File: config.mk
export PLATFORM = sky130hd
export DESIGN_NAME = ddr_tx_serializer
export DESIGN_NICKNAME = d
export VERILOG_FILES = /design/src/rtl/ddr_tx_serializer.sv
export SDC_FILE = /design/constraint.sdc
export NUM_CORES = 1
export LEC_CHECK = 0
export BUFFER_PORTS_ARGS = -buffer_cell sky130_fd_sc_hd__buf_2
export CORE_MARGIN = 2
export CORE_UTILIZATION = 28
export DETAILED_ROUTE_END_ITERATION = 8
export PLACE_DENSITY = 0.52
export SETUP_SLACK_MARGIN = 0.15
export SYNTH_ARGS = -nofsm -noshare
export SYNTH_HDL_FRONTEND = slang
export SYNTH_SLANG_ARGS = --single-unit
File: constraint.sdc
create_clock -name clk -period 3.3 [get_ports clk]
set_input_delay 0.165 -clock clk [delete_from_list [all_inputs] [get_ports clk]]
set_output_delay 0.165 -clock clk [all_outputs]
set_load 0.01 [all_outputs]
File: src/rtl/ddr_tx_serializer.sv
// Transmit serializer: a small FIFO feeds a lead/shift/trail FSM that emits two bits
// per clock on a registered pair for an O_DDR primitive, plus the pad output-enable.
module ddr_tx_serializer #(
    parameter int DATA_W     = 8,
    parameter int FIFO_DEPTH = 4
) (
    input  logic              clk,
    input  logic              rst,
    input  logic              en,
    input  logic [DATA_W-1:0] in_data,
    input  logic              in_valid,
    output logic              in_ready,
    output logic [1:0]        ddr_d,
    output logic              out_en,
    output logic              busy,
    output logic              underrun,
    output logic [15:0]       tx_count
);

    localparam int AW     = $clog2(FIFO_DEPTH);
    localparam int BEATS  = DATA_W / 2;
    localparam int BEAT_W = (BEATS > 1) ? $clog2(BEATS) : 1;
    localparam logic [BEAT_W-1:0] LAST_BEAT = BEAT_W'(BEATS - 1);

    typedef enum logic [1:0] {IDLE, LEAD, SHIFT, TRAIL} state_t;

    logic [DATA_W-1:0] mem [FIFO_DEPTH];
    logic [AW:0]       wr_ptr, rd_ptr, wr_ptr_nxt, rd_ptr_nxt;
    logic              push, pop, empty, last_beat;
    logic [DATA_W-1:0] head;

    state_t            state;
    logic [BEAT_W-1:0] beat;
    logic [DATA_W-1:0] shift_reg;

    always_comb begin
        empty      = (wr_ptr == rd_ptr);
        head       = mem[rd_ptr[AW-1:0]];
        last_beat  = (state == SHIFT) && (beat == LAST_BEAT);
        push       = in_valid && in_ready;
        // LEAD is only entered with a non-empty FIFO, so its exit pop is always legal.
        pop        = (state == LEAD) || (last_beat && en && !empty);
        wr_ptr_nxt = wr_ptr + {{AW{1'b0}}, push};
        rd_ptr_nxt = rd_ptr + {{AW{1'b0}}, pop};
    end

    // NOTE: in_ready is registered from the post-edge pointers, so a pop on a full
    // FIFO frees the slot for the following edge, not the current one.
    always_ff @(posedge clk or posedge rst) begin
        if (rst) begin
            wr_ptr   <= '0;
            rd_ptr   <= '0;
            in_ready <= 1'b1;
        end else begin
            wr_ptr   <= wr_ptr_nxt;
            rd_ptr   <= rd_ptr_nxt;
            in_ready <= !((wr_ptr_nxt[AW] != rd_ptr_nxt[AW]) &&
                          (wr_ptr_nxt[AW-1:0] == rd_ptr_nxt[AW-1:0]));
        end
    end

    // NOTE: storage has no reset; the pointers alone define which entries are valid.
    always_ff @(posedge clk) begin
        if (push) begin
            mem[wr_ptr[AW-1:0]] <= in_data;
        end
    end

    always_ff @(posedge clk or posedge rst) begin
        if (rst) begin
            state     <= IDLE;
            beat      <= '0;
            shift_reg <= '0;
            ddr_d     <= 2'b00;
            out_en    <= 1'b0;
            busy      <= 1'b0;
            underrun  <= 1'b0;
            tx_count  <= '0;
        end else begin
            case (state)
                IDLE: begin
                    if (en && !empty) begin
                        state  <= LEAD;
                        out_en <= 1'b1;
                        busy   <= 1'b1;
                    end
                end
                LEAD: begin
                    state     <= SHIFT;
                    beat      <= '0;
                    ddr_d     <= head[1:0];
                    shift_reg <= head >> 2;
                end
                SHIFT: begin
                    if (beat == LAST_BEAT) begin
                        tx_count <= tx_count + 16'd1;
                        if (en && !empty) begin
                            beat      <= '0;
                            ddr_d     <= head[1:0];
                            shift_reg <= head >> 2;
                        end else begin
                            state <= TRAIL;
                            ddr_d <= 2'b00;
                            if (!en && !empty) begin
                                underrun <= 1'b1;
                            end
                        end
                    end else begin
                        beat      <= beat + BEAT_W'(1);
                        ddr_d     <= shift_reg[1:0];
                        shift_reg <= shift_reg >> 2;
                    end
                end
                TRAIL: begin
                    state  <= IDLE;
                    out_en <= 1'b0;
                    busy   <= 1'b0;
                end
                default: begin
                    state  <= IDLE;
                    ddr_d  <= 2'b00;
                    out_en <= 1'b0;
                    busy   <= 1'b0;
                end
            endcase
        end
    end

endmodule

==> impl_metrics.json, run 1 <==
{
  "reg2regPathDepth": 10,
  "max_slew_margin_pct": 29.1,
  "clk_latency_ns": 0.35,
  "ctsHoldBuffers": 0,
  "synth_top_family_by_area": "multiplexers",
  "cp_cell_sequence": "inv_1 > ha_1 > nand2_1 > inv_1 > a21o_1 > ha_1 > ha_1 > xor2_1 > xnor2_1 > or3_1",
  "synth-simple-area-share_pct": 7.87,
  "path_common_cell": "ha_1",
  "cts_tree": "built",
  "drive_gt1_share_pct": 31.3,
  "worst_pin_slew_ns": 1.06,
  "hp-class": "in2reg",
  "wl_met2_mm": 2.45,
  "yosysWarnings": 0,
  "async_flop_share_pct": 53.6,
  "hp-start": "in_data[7]",
  "cts_max_path_buffers": 2,
  "setup_violations": 0,
  "syn_nets": 226,
  "drv_slew": 0,
  "leakagePower_nw": 1.51,
  "routedWlPerCell_microns": 13.3,
  "crit_type": "reg2reg",
  "detail_route.drc_violations": 0,
  "seq_area_frac_synth_pct": 62.2,
  "rrSetupSlack_ns": 0.86,
  "numCtsBuffers": 9,
  "synth_area_leaders": "edfxtp_1 32%, dfrtp_1 30%, mux2_2 4.4%",
  "num_vias": 1714,
  "hold_ws_ns": 0.0269,
  "worstPathRequired_ns": 3.57,
  "regToRegEndpoint": "in_ready",
  "dr.max_layer_used": "met4",
  "coreArea_sq_um": 10700,
  "synth_compound_area_share_pct": 4.33,
  "grt_pass1_vias": 1725,
  "rsz0062_at_grt": "false",
  "critical_path.max_fanout": 9,
  "synth.mux.area_fraction_pct": 11.2,
  "hold_path_end": "mem[1][7]",
  "htreeDepth": 3,
  "post-cts-setup-buffer-count": 0,
  "cap_violations": 0,
  "track_usage_pct": 10.1,
  "grt_start_max_net_pins": 29,
  "cp_slowest_cell": "dfrtp_1",
  "synth_top_area_share_pct": 31.6,
  "netlist_instances": 204,
  "diodes": 0,
  "m1WireLength_mm": 2.50,
  "ys.flop_type": "dfrtp_1",
  "finClkSkew_ns": 0.00800,
  "final.setup.worst_slack_ns": 0.864,
  "largest_reg_flops": 32,
  "clock-root-buffer": "clkbuf_8",
  "worstReg2RegStart": "state[0]",
  "ir_drop_mv": 0.369,
  "power_density_nw_per_um2": 851,
  "die_w_microns": 108,
  "hold_viol_final": 0,
  "first_pass_iters": 4,
  "detail-route-antenna-nets": 0,
  "avgSynthCellArea_sq_um": 14.9,
  "status": "finished, final reports clean",
  "portBuffers": 33,
  "tns_ns": 0,
  "fmax_mhz": 410,
  "grt_antenna_before_repair": 0,
  "rows": 38,
  "hpwl_mm": 3.71,
  "initialDrtViolationCount": 45,
  "post-route-period-util_pct": 73.8,
  "area_growth_pct": 17.6,
  "routed_wl_mm": 5.22,
  "gr-total-overflow": 0,
  "final_cell_mix": "36 x dfrtp_1, 33 x buf_2, 32 x edfxtp_1",
  "synth_top_cell_by_area": "edfxtp_1",
  "synth_cell_types": 37,
  "critical_path_arrival_ns": 2.71,
  "synth_fa_ha_area_share_pct": 4.12,
  "dr_wl_met3_microns": 217,
  "final_nets": 269,
  "final_common_cell": "dfrtp_1",
  "synth.cell_area_sq_um": 3040,
  "power.total_mw": 3.04,
  "crit_path_end_kind": "flip-flop",
  "start_util_pct": 28.4,
  "hold_depth": 1,
  "clk_pin_slew_worst_paths_ns": 0.09,
  "pin_count": 34,
  "start_kind": "flip-flop",
  "fin_crit_ns": 2.44,
  "max_stage_delay_ns": 0.41,
  "grt_pass1_wl_mm": 8.85,
  "dieArea_sq_um": 11700,
  "die_h_microns": 108,
  "cts.repair.resized": 0,
  "avgViaCountPerCell": 4.37,
  "synth-edff-count": 32,
  "place_congestion": 0.712,
  "post-place-ws_ns": 0.882,
  "cts_sinks": 69,
  "synth_seq_cells": 69,
  "synth-xor-area-share_pct": 7.50
}
## area by class of cell
cell class,count,area (sq um)
fill,1085,7130
tap,140,175
clock inverter,7,76.3
timing repair buffer,39,210
sequential,69,1890
clock buffer,9,124
inverter,9,33.8
multi-input combinational,119,1060
## synthesized netlist by cell type (all sizes together), types with 4 or more instances
library cell,count
dfrtp,36
nor2,7
inv,9
mux4,8
o21ai,4
nand3,8
nand2,11
xor2,12
mux2,12
edfxtp,32
buf,6
xnor2,14
ha,10
## critical path, delay by kind of cell (launching register included)
family / cells / cell delay, ns
XOR/XNOR: 2 / 0.30
adder cells (fa/ha/maj): 3 / 0.67
AND/OR/NAND/NOR: 2 / 0.59
flip-flops: 1 / 0.41
buffers and inverters: 2 / 0.21
AO/OA/AOI/OAI: 1 / 0.19
## cell families after synthesis
logic type | Yosys count
muxes | 21
AOI/OAI and AO/OA | 16
and+or+nand+nor | 46
DFF | 69
xor gates and xnor gates | 26
buffers and inverters | 16
adders and majority gates | 10
## report_power, final
group | total, mW | internal [mW] | switching (mW) | leakage (nW)
logic | 1.06 | 0.547 | 0.517 | 0.648
clock network | 0.676 | 0.301 | 0.375 | 0.103
registers | 1.30 | 1.13 | 0.168 | 0.762
total | 3.04 | 1.98 | 1.06 | 1.51
## metrics by stage
| step | cell area (sq um) | utilization, % | instances |
|---|---|---|---|
| 2_1_floorplan | 3040 | - | 204 |
| 3_3_place_gp | 3370 | 31.5 | 376 |
| 3_5_place_dp | 3370 | 31.5 | 376 |
| 4_1_cts | 3570 | 33.4 | 392 |
| 5_1_grt | 3570 | 33.4 | 392 |
| 6_report | 3570 | 33.4 | 392 |
## routing by layer
layer	vias up	global-route usage (%)
met5	-	0
met4	0	2.75
met3	5	4.04
met2	31	15.5
met1	850	13.4
li1	828	-
## worst max path at each step
stage | to | depth (start not counted) | slack [ns] | startpoint
3_3_place_gp | in_ready | 8 | 0.96 | rd_ptr[1]
2_1_floorplan | in_ready | 11 | 1.07 | state[0]
3_5_place_dp | in_ready | 10 | 0.88 | state[0]
4_1_cts | in_ready | 10 | 0.85 | state[0]
5_1_grt | in_ready | 10 | 0.64 | state[0]
6_report | in_ready | 10 | 0.86 | state[0]
(Power assumes the default switching activity.)
==> run 2: changes to the inputs <==
--- a/config.mk
+++ b/config.mk
@@ -5,11 +5,12 @@
 export SDC_FILE = /design/constraint.sdc
 export NUM_CORES = 1
 export LEC_CHECK = 0
+export ABC_AREA = 1
 export BUFFER_PORTS_ARGS = -buffer_cell sky130_fd_sc_hd__buf_2
 export CORE_MARGIN = 2
 export CORE_UTILIZATION = 28
 export DETAILED_ROUTE_END_ITERATION = 8
-export PLACE_DENSITY = 0.52
+export PLACE_DENSITY = 0.54
 export SETUP_SLACK_MARGIN = 0.15
 export SYNTH_ARGS = -nofsm -noshare
 export SYNTH_HDL_FRONTEND = slang
==> constraint.sdc (replaced) <==
create_clock -name clk -period 2.2 [get_ports clk]
set_input_delay 0.11 -clock clk [delete_from_list [all_inputs] [get_ports clk]]
set_output_delay 0.11 -clock clk [all_outputs]
set_load 0.01 [all_outputs]
==> impl_metrics.json, run 2 <==
{
  "filler_cell_count": 1118,
  "clock-root-buffer": "clkbuf_8",
  "ys.flop_type": "dfrtp_1",
  "final_nets": 374,
  "hpwl_mm": 4.19,
  "p_int_mw": 2.73,
  "drv_slew": 0,
  "syn_nets": 320,
  "routed_wl_mm": 6.01,
  "leakagePower_nw": 1.72,
  "synth_seq_cells": 69,
  "grt_start_max_net_pins": 38,
  "start_kind": "flip-flop",
  "hold_viol_final": 0,
  "final_common_cell": "nand2_1",
  "first_pass_iters": 4,
  "die_w_microns": 109,
  "crit_type": "reg2reg",
  "pin_count": 34,
  "numCtsBuffers": 9,
  "num_vias": 2163,
  "synth-edff-count": 32,
  "post-place-ws_ns": 0.169,
  "cap_violations": 0,
  "finClkSkew_ns": 0.0105,
  "seq_area_frac_synth_pct": 60.7,
  "worstPathRequired_ns": 2.47,
  "detail_route.drc_violations": 0,
  "fmax_mhz": 523,
  "grt_antenna_before_repair": 0,
  "detail-route-antenna-nets": 0,
  "synth_area_leaders": "edfxtp_1 31%, dfrtp_1 29%, nand2_1 11%",
  "crit_path_end_kind": "flip-flop",
  "rrSetupSlack_ns": 0.29,
  "coreArea_sq_um": 10800,
  "portBuffers": 33,
  "p_sw_share_pct": 38.6,
  "power_frac_clock_pct": 20.9,
  "final.setup.worst_slack_ns": 0.289,
  "post-cts-setup-buffer-count": 0,
  "synth_top_cell_by_area": "edfxtp_1",
  "setup_violations": 0,
  "critical_path.max_fanout": 7,
  "routedWlPerCell_microns": 12.1,
  "p_comb_share_pct": 37.0,
  "cts_tree": "built",
  "p_seq_share_pct": 42.0,
  "ir_drop_mv": 0.606,
  "grt_pass1_wl_mm": 10.3,
  "power_density_nw_per_um2": 1190,
  "post-route-period-util_pct": 86.8,
  "tns_ns": 0,
  "synth.cell_area_sq_um": 3110,
  "place_congestion": 0.730,
  "netlist_instances": 298,
  "cts_sinks": 69,
  "rsz0062_at_grt": "false",
  "die_h_microns": 109,
  "dieArea_sq_um": 12000,
  "final_cell_mix": "88 x nand2_1, 36 x dfrtp_1, 33 x buf_2",
  "synth_cell_types": 30,
  "yosysWarnings": 0,
  "area_growth_pct": 20.4,
  "cts_max_path_buffers": 2,
  "initialDrtViolationCount": 129,
  "drive_gt1_share_pct": 20.4,
  "avgViaCountPerCell": 4.35,
  "clk_pin_slew_worst_paths_ns": 0.07,
  "synth.most_common_cell": "nand2_1",
  "synth_common_cells": "88 x nand2_1, 36 x dfrtp_1, 32 x edfxtp_1",
  "rows": 38,
  "worst_pin_slew_ns": 0.485,
  "htreeDepth": 3,
  "max_slew_margin_pct": 67.7,
  "avgSynthCellArea_sq_um": 10.4,
  "synth_top_area_share_pct": 30.9,
  "async_flop_share_pct": 53.6,
  "fin_crit_ns": 1.91,
  "status": "finished, final reports clean",
  "clk_latency_ns": 0.35,
  "critical_path_arrival_ns": 2.18,
  "grt_pass1_vias": 2178,
  "gr-total-overflow": 0,
  "netSwitchingPower_mw": 1.72,
  "largest_reg_flops": 32,
  "track_usage_pct": 11.3,
  "start_util_pct": 28.7,
  "hp-class": "in2reg",
  "diodes": 0
}
run 2: kinds of logic after synthesis:
logic type / synth area share [%]
AO/OA/AOI/OAI: 3.90
XOR/XNOR: 4.79
adder cells (fa/ha/maj): 4.02
buffers and inverters: 4.51
flip-flops: 60.7
AND/OR/NAND/NOR: 22.1
run 2: final timing paths:
kind                               from            to  depth (start not counted)
setup / recovery               state[0]      in_ready                         11
hold / removal                       en      underrun                          3
setup reg to reg               state[0]      in_ready                         11
hold reg to reg            shift_reg[0]  shift_reg[0]                          2
max in group asynchronous           rst      in_ready                          4
min in group asynchronous           rst   tx_count[9]                          4
run 2: repair_timing:
item                                    in CTS  in global routing
hold endpoints to repair                    68                  0
hold buffers                                 9                  0
endpoints found under the setup margin       0                  1
gates resized for setup                      0                  4
run 2: per-layer routing:
metal  wire (microns)  track usage (%)
met4               85             3.80
met3              251             3.79
met5                0                0
met2             2930             18.8
met1             2740             13.6
run 2: critical path, stage by stage (launching register included):
cell and delay, ns:
dfrtp_1 0.43, inv_1 0.14, ha_4 0.19, nand2_4 0.10, nor2_1 0.11, nand2_1 0.07, nand2_1 0.07, ha_1 0.14
ha_1 0.18, xor2_2 0.18, xor2_1 0.15, nand3_1 0.08
run 2: final cells by class:
class	instances	area, sq um	area share, %
clock buffer	10	128	3.41
inverter	24	95.1	2.54
timing repair buffer	49	308	8.22
clock inverter	6	47.5	1.27
multi-input combinational	199	1100	29.4
sequential	69	1890	50.4
tap	140	175	4.68
run 2: power by group through the flow:
stage	registers [mW]	logic, mW	clock network [mW]
2_1_floorplan	1.86	1.28	0
3_3_place_gp	1.88	1.61	0
3_5_place_dp	1.89	1.64	0
4_1_cts	1.87	1.66	0.977
5_1_grt	1.91	1.92	1.02
6_report	1.87	1.65	0.932
run 2: metrics by stage:
stage               hold slack, ns  cells  utilization [%]  power [mW]  instance area [sq um]
finish                       0.132    497             34.5        4.45                   3740
global route                 0.139    497             34.5        4.85                   3740
CTS                          0.106    497             34.3        4.50                   3720
detailed placement           0.261    472             31.9        3.53                   3460
global placement             0.254    472             31.9        3.49                   3460
floorplan                    0.209    298                -        3.13                   3110
==> run 3: changes to the inputs <==
--- a/config.mk
+++ b/config.mk
@@ -7,11 +7,14 @@
 export LEC_CHECK = 0
 export ABC_AREA = 1
 export BUFFER_PORTS_ARGS = -buffer_cell sky130_fd_sc_hd__buf_2
+export CELL_PAD_IN_SITES_DETAIL_PLACEMENT = 2
+export CELL_PAD_IN_SITES_GLOBAL_PLACEMENT = 2
 export CORE_MARGIN = 2
-export CORE_UTILIZATION = 28
+export CORE_UTILIZATION = 34
 export DETAILED_ROUTE_END_ITERATION = 8
-export PLACE_DENSITY = 0.54
+export PLACE_DENSITY = 0.83
 export SETUP_SLACK_MARGIN = 0.15
+export SLEW_MARGIN = 20
 export SYNTH_ARGS = -nofsm -noshare
 export SYNTH_HDL_FRONTEND = slang
 export SYNTH_SLANG_ARGS = --single-unit
==> impl_metrics.json, run 3 (synthesis gave the netlist of run 2 again) <==
{
  "fin_crit_ns": 1.98,
  "coreArea_sq_um": 8810,
  "worst_pin_slew_ns": 0.499,
  "dieArea_sq_um": 9930,
  "place_congestion": 0.743,
  "avgViaCountPerCell": 5.01,
  "rsz0062_at_grt": "false",
  "cts_sinks": 69,
  "die_w_microns": 99.6,
  "clock-root-buffer": "clkbuf_8",
  "tns_ns": 0,
  "portBuffers": 33,
  "drive_gt1_share_pct": 22.2,
  "clk_pin_slew_worst_paths_ns": 0.09,
  "regToRegEndpoint": "in_ready",
  "path_common_cell": "nand2_1",
  "critical_path_arrival_ns": 2.27,
  "grt_antenna_before_repair": 0,
  "grt_start_max_net_pins": 38,
  "routedWlPerCell_microns": 19.5,
  "pin_count": 34,
  "hold_viol_final": 0,
  "worstReg2RegStart": "wr_ptr[1]",
  "largest_reg_flops": 32,
  "cts_max_path_buffers": 2,
  "critPathTopFamily": "XOR/XNOR gates",
  "numCtsBuffers": 9,
  "status": "finished, final reports clean",
  "hp-class": "in2reg",
  "p_seq_share_pct": 39.2,
  "start_util_pct": 35.3,
  "max_stage_delay_ns": 0.47,
  "p_sw_share_pct": 42.3,
  "p_int_mw": 2.81,
  "final_cell_mix": "88 x nand2_1, 36 x dfrtp_1, 33 x buf_2",
  "initialDrtViolationCount": 88,
  "finClkSkew_ns": 0.0146,
  "hp-start": "en",
  "netSwitchingPower_mw": 2.06,
  "cp_slowest_cell": "dfrtp_1",
  "detail-route-antenna-nets": 0,
  "crit_type": "reg2reg",
  "placed_area_sq_um": 3420,
  "hold_depth": 3,
  "power_frac_clock_pct": 21.6,
  "grt_pass1_vias": 2654,
  "hold_path_end": "underrun",
  "setup_violations": 0,
  "worstPathRequired_ns": 2.49,
  "crit_buf_inv": 0,
  "max_slew_margin_pct": 66.8,
  "cts_tree": "built",
  "p_comb_share_pct": 39.2,
  "post-route-period-util_pct": 90.2,
  "grt_pass1_wl_mm": 14.3,
  "rows": 34,
  "gr-total-overflow": 0,
  "leakagePower_nw": 1.74,
  "die_h_microns": 99.6,
  "filler_cell_count": 934,
  "track_usage_pct": 19.0,
  "critical_path.max_fanout": 5,
  "area_growth_pct": 21.0,
  "power_density_nw_per_um2": 1290,
  "htreeDepth": 3,
  "routed_wl_mm": 9.10,
  "detail_route.drc_violations": 0,
  "first_pass_iters": 4,
  "hpwl_mm": 5.78,
  "fmax_mhz": 504,
  "final_common_cell": "nand2_1",
  "cap_violations": 0,
  "reg2regPathDepth": 9,
  "crit_path_end_kind": "flip-flop",
  "cp_cell_sequence": "xnor2_1 > nand3_2 > nand2_1 > nand2_1 > ha_1 > ha_2 > xor2_2 > xor2_1 > nand3_1",
  "drv_slew": 0,
  "clk_latency_ns": 0.36,
  "ir_drop_mv": 0.458,
  "diodes": 0,
  "num_vias": 2346,
  "start_kind": "flip-flop",
  "stdcell_area_sq_um": 3760,
  "rrSetupSlack_ns": 0.22,
  "final_nets": 377
}
run 3: changes by cell type in the layout (fill, tap and decap cells not counted):
cell and delta:
ha_1 -2, inv_2 +1, clkinv_8 +1, clkinvlp_4 +1
clkinv_2 -2, inv_6 +1, ha_2 +1, inv_8 +2
inv_1 -1, clkbuf_1 -1, clkinv_4 -2, ha_4 +1
buf_4 +3
run 3: stage by stage:
stage	power [mW]	hold slack, ns	util [%]	cells	setup slack (ns)
6_report	4.87	0.156	42.8	468	0.217
5_1_grt	5.20	0.154	42.8	468	0.0968
4_1_cts	4.78	0.111	42.2	467	0.157
3_5_place_dp	3.67	0.273	38.9	441	0.185
3_3_place_gp	3.54	0.252	38.9	441	0.311
2_1_floorplan	3.13	0.209	-	298	0.371
run 3: timing repair:
| item | CTS | global route |
|---|---|---|
| gates resized for setup | 0 | 8 |
| pin swaps | 0 | 1 |
| setup buffers | 1 | 1 |
| hold endpoints to repair | 68 | 0 |
| cloned | 0 | 0 |
| setup endpoints to repair | 1 | 1 |
| hold buffers | 9 | 0 |
run 3: power by group through the flow:
stage | logic [mW] | registers (mW) | clock network [mW]
after CTS | 1.83 | 1.88 | 1.07
after detailed placement | 1.76 | 1.91 | 0
after floorplan | 1.28 | 1.86 | 0
after global placement | 1.67 | 1.87 | 0
final | 1.91 | 1.91 | 1.05
after global routing | 2.14 | 1.94 | 1.13
run 3: layer usage:
layer	vias to the layer above	GRT usage (%)	wire, microns
met1	1200	23.8	3910
met4	0	6.95	174
met3	15	3.37	162
met5	-	0	0
met2	34	33.0	4860
li1	1097	-	-
run 3: worst max path at each step:
stage                     slack [ns]  endpoint  cells after the start      start
after floorplan                 0.37  in_ready                     11   state[0]
after global placement          0.31  in_ready                     11   state[0]
after detailed placement        0.19  in_ready                     11   state[0]
after CTS                       0.16  in_ready                     11  rd_ptr[0]
after global routing             0.1  in_ready                      9  wr_ptr[1]
final                           0.22  in_ready                      9  wr_ptr[1]
run 3: layout make-up:
cell class                 instances  area, sq um  share of cell area (%)
sequential                        69         1890                    50.1
multi-input combinational        199         1120                    29.7
timing repair buffer              52          330                    8.77
tap                              108          135                    3.59
clock buffer                       9          124                    3.29
inverter                          24         95.1                    2.53
clock inverter                     7         75.1                    1.99
run 3: worst reg2reg max path, stage by stage (launching register included):
cell	delay [ns]
dfrtp_1	0.47
xnor2_1	0.25
nand3_2	0.15
nand2_1	0.12
nand2_1	0.08
ha_1	0.20
ha_2	0.20
xor2_2	0.17
xor2_1	0.17
nand3_1	0.10
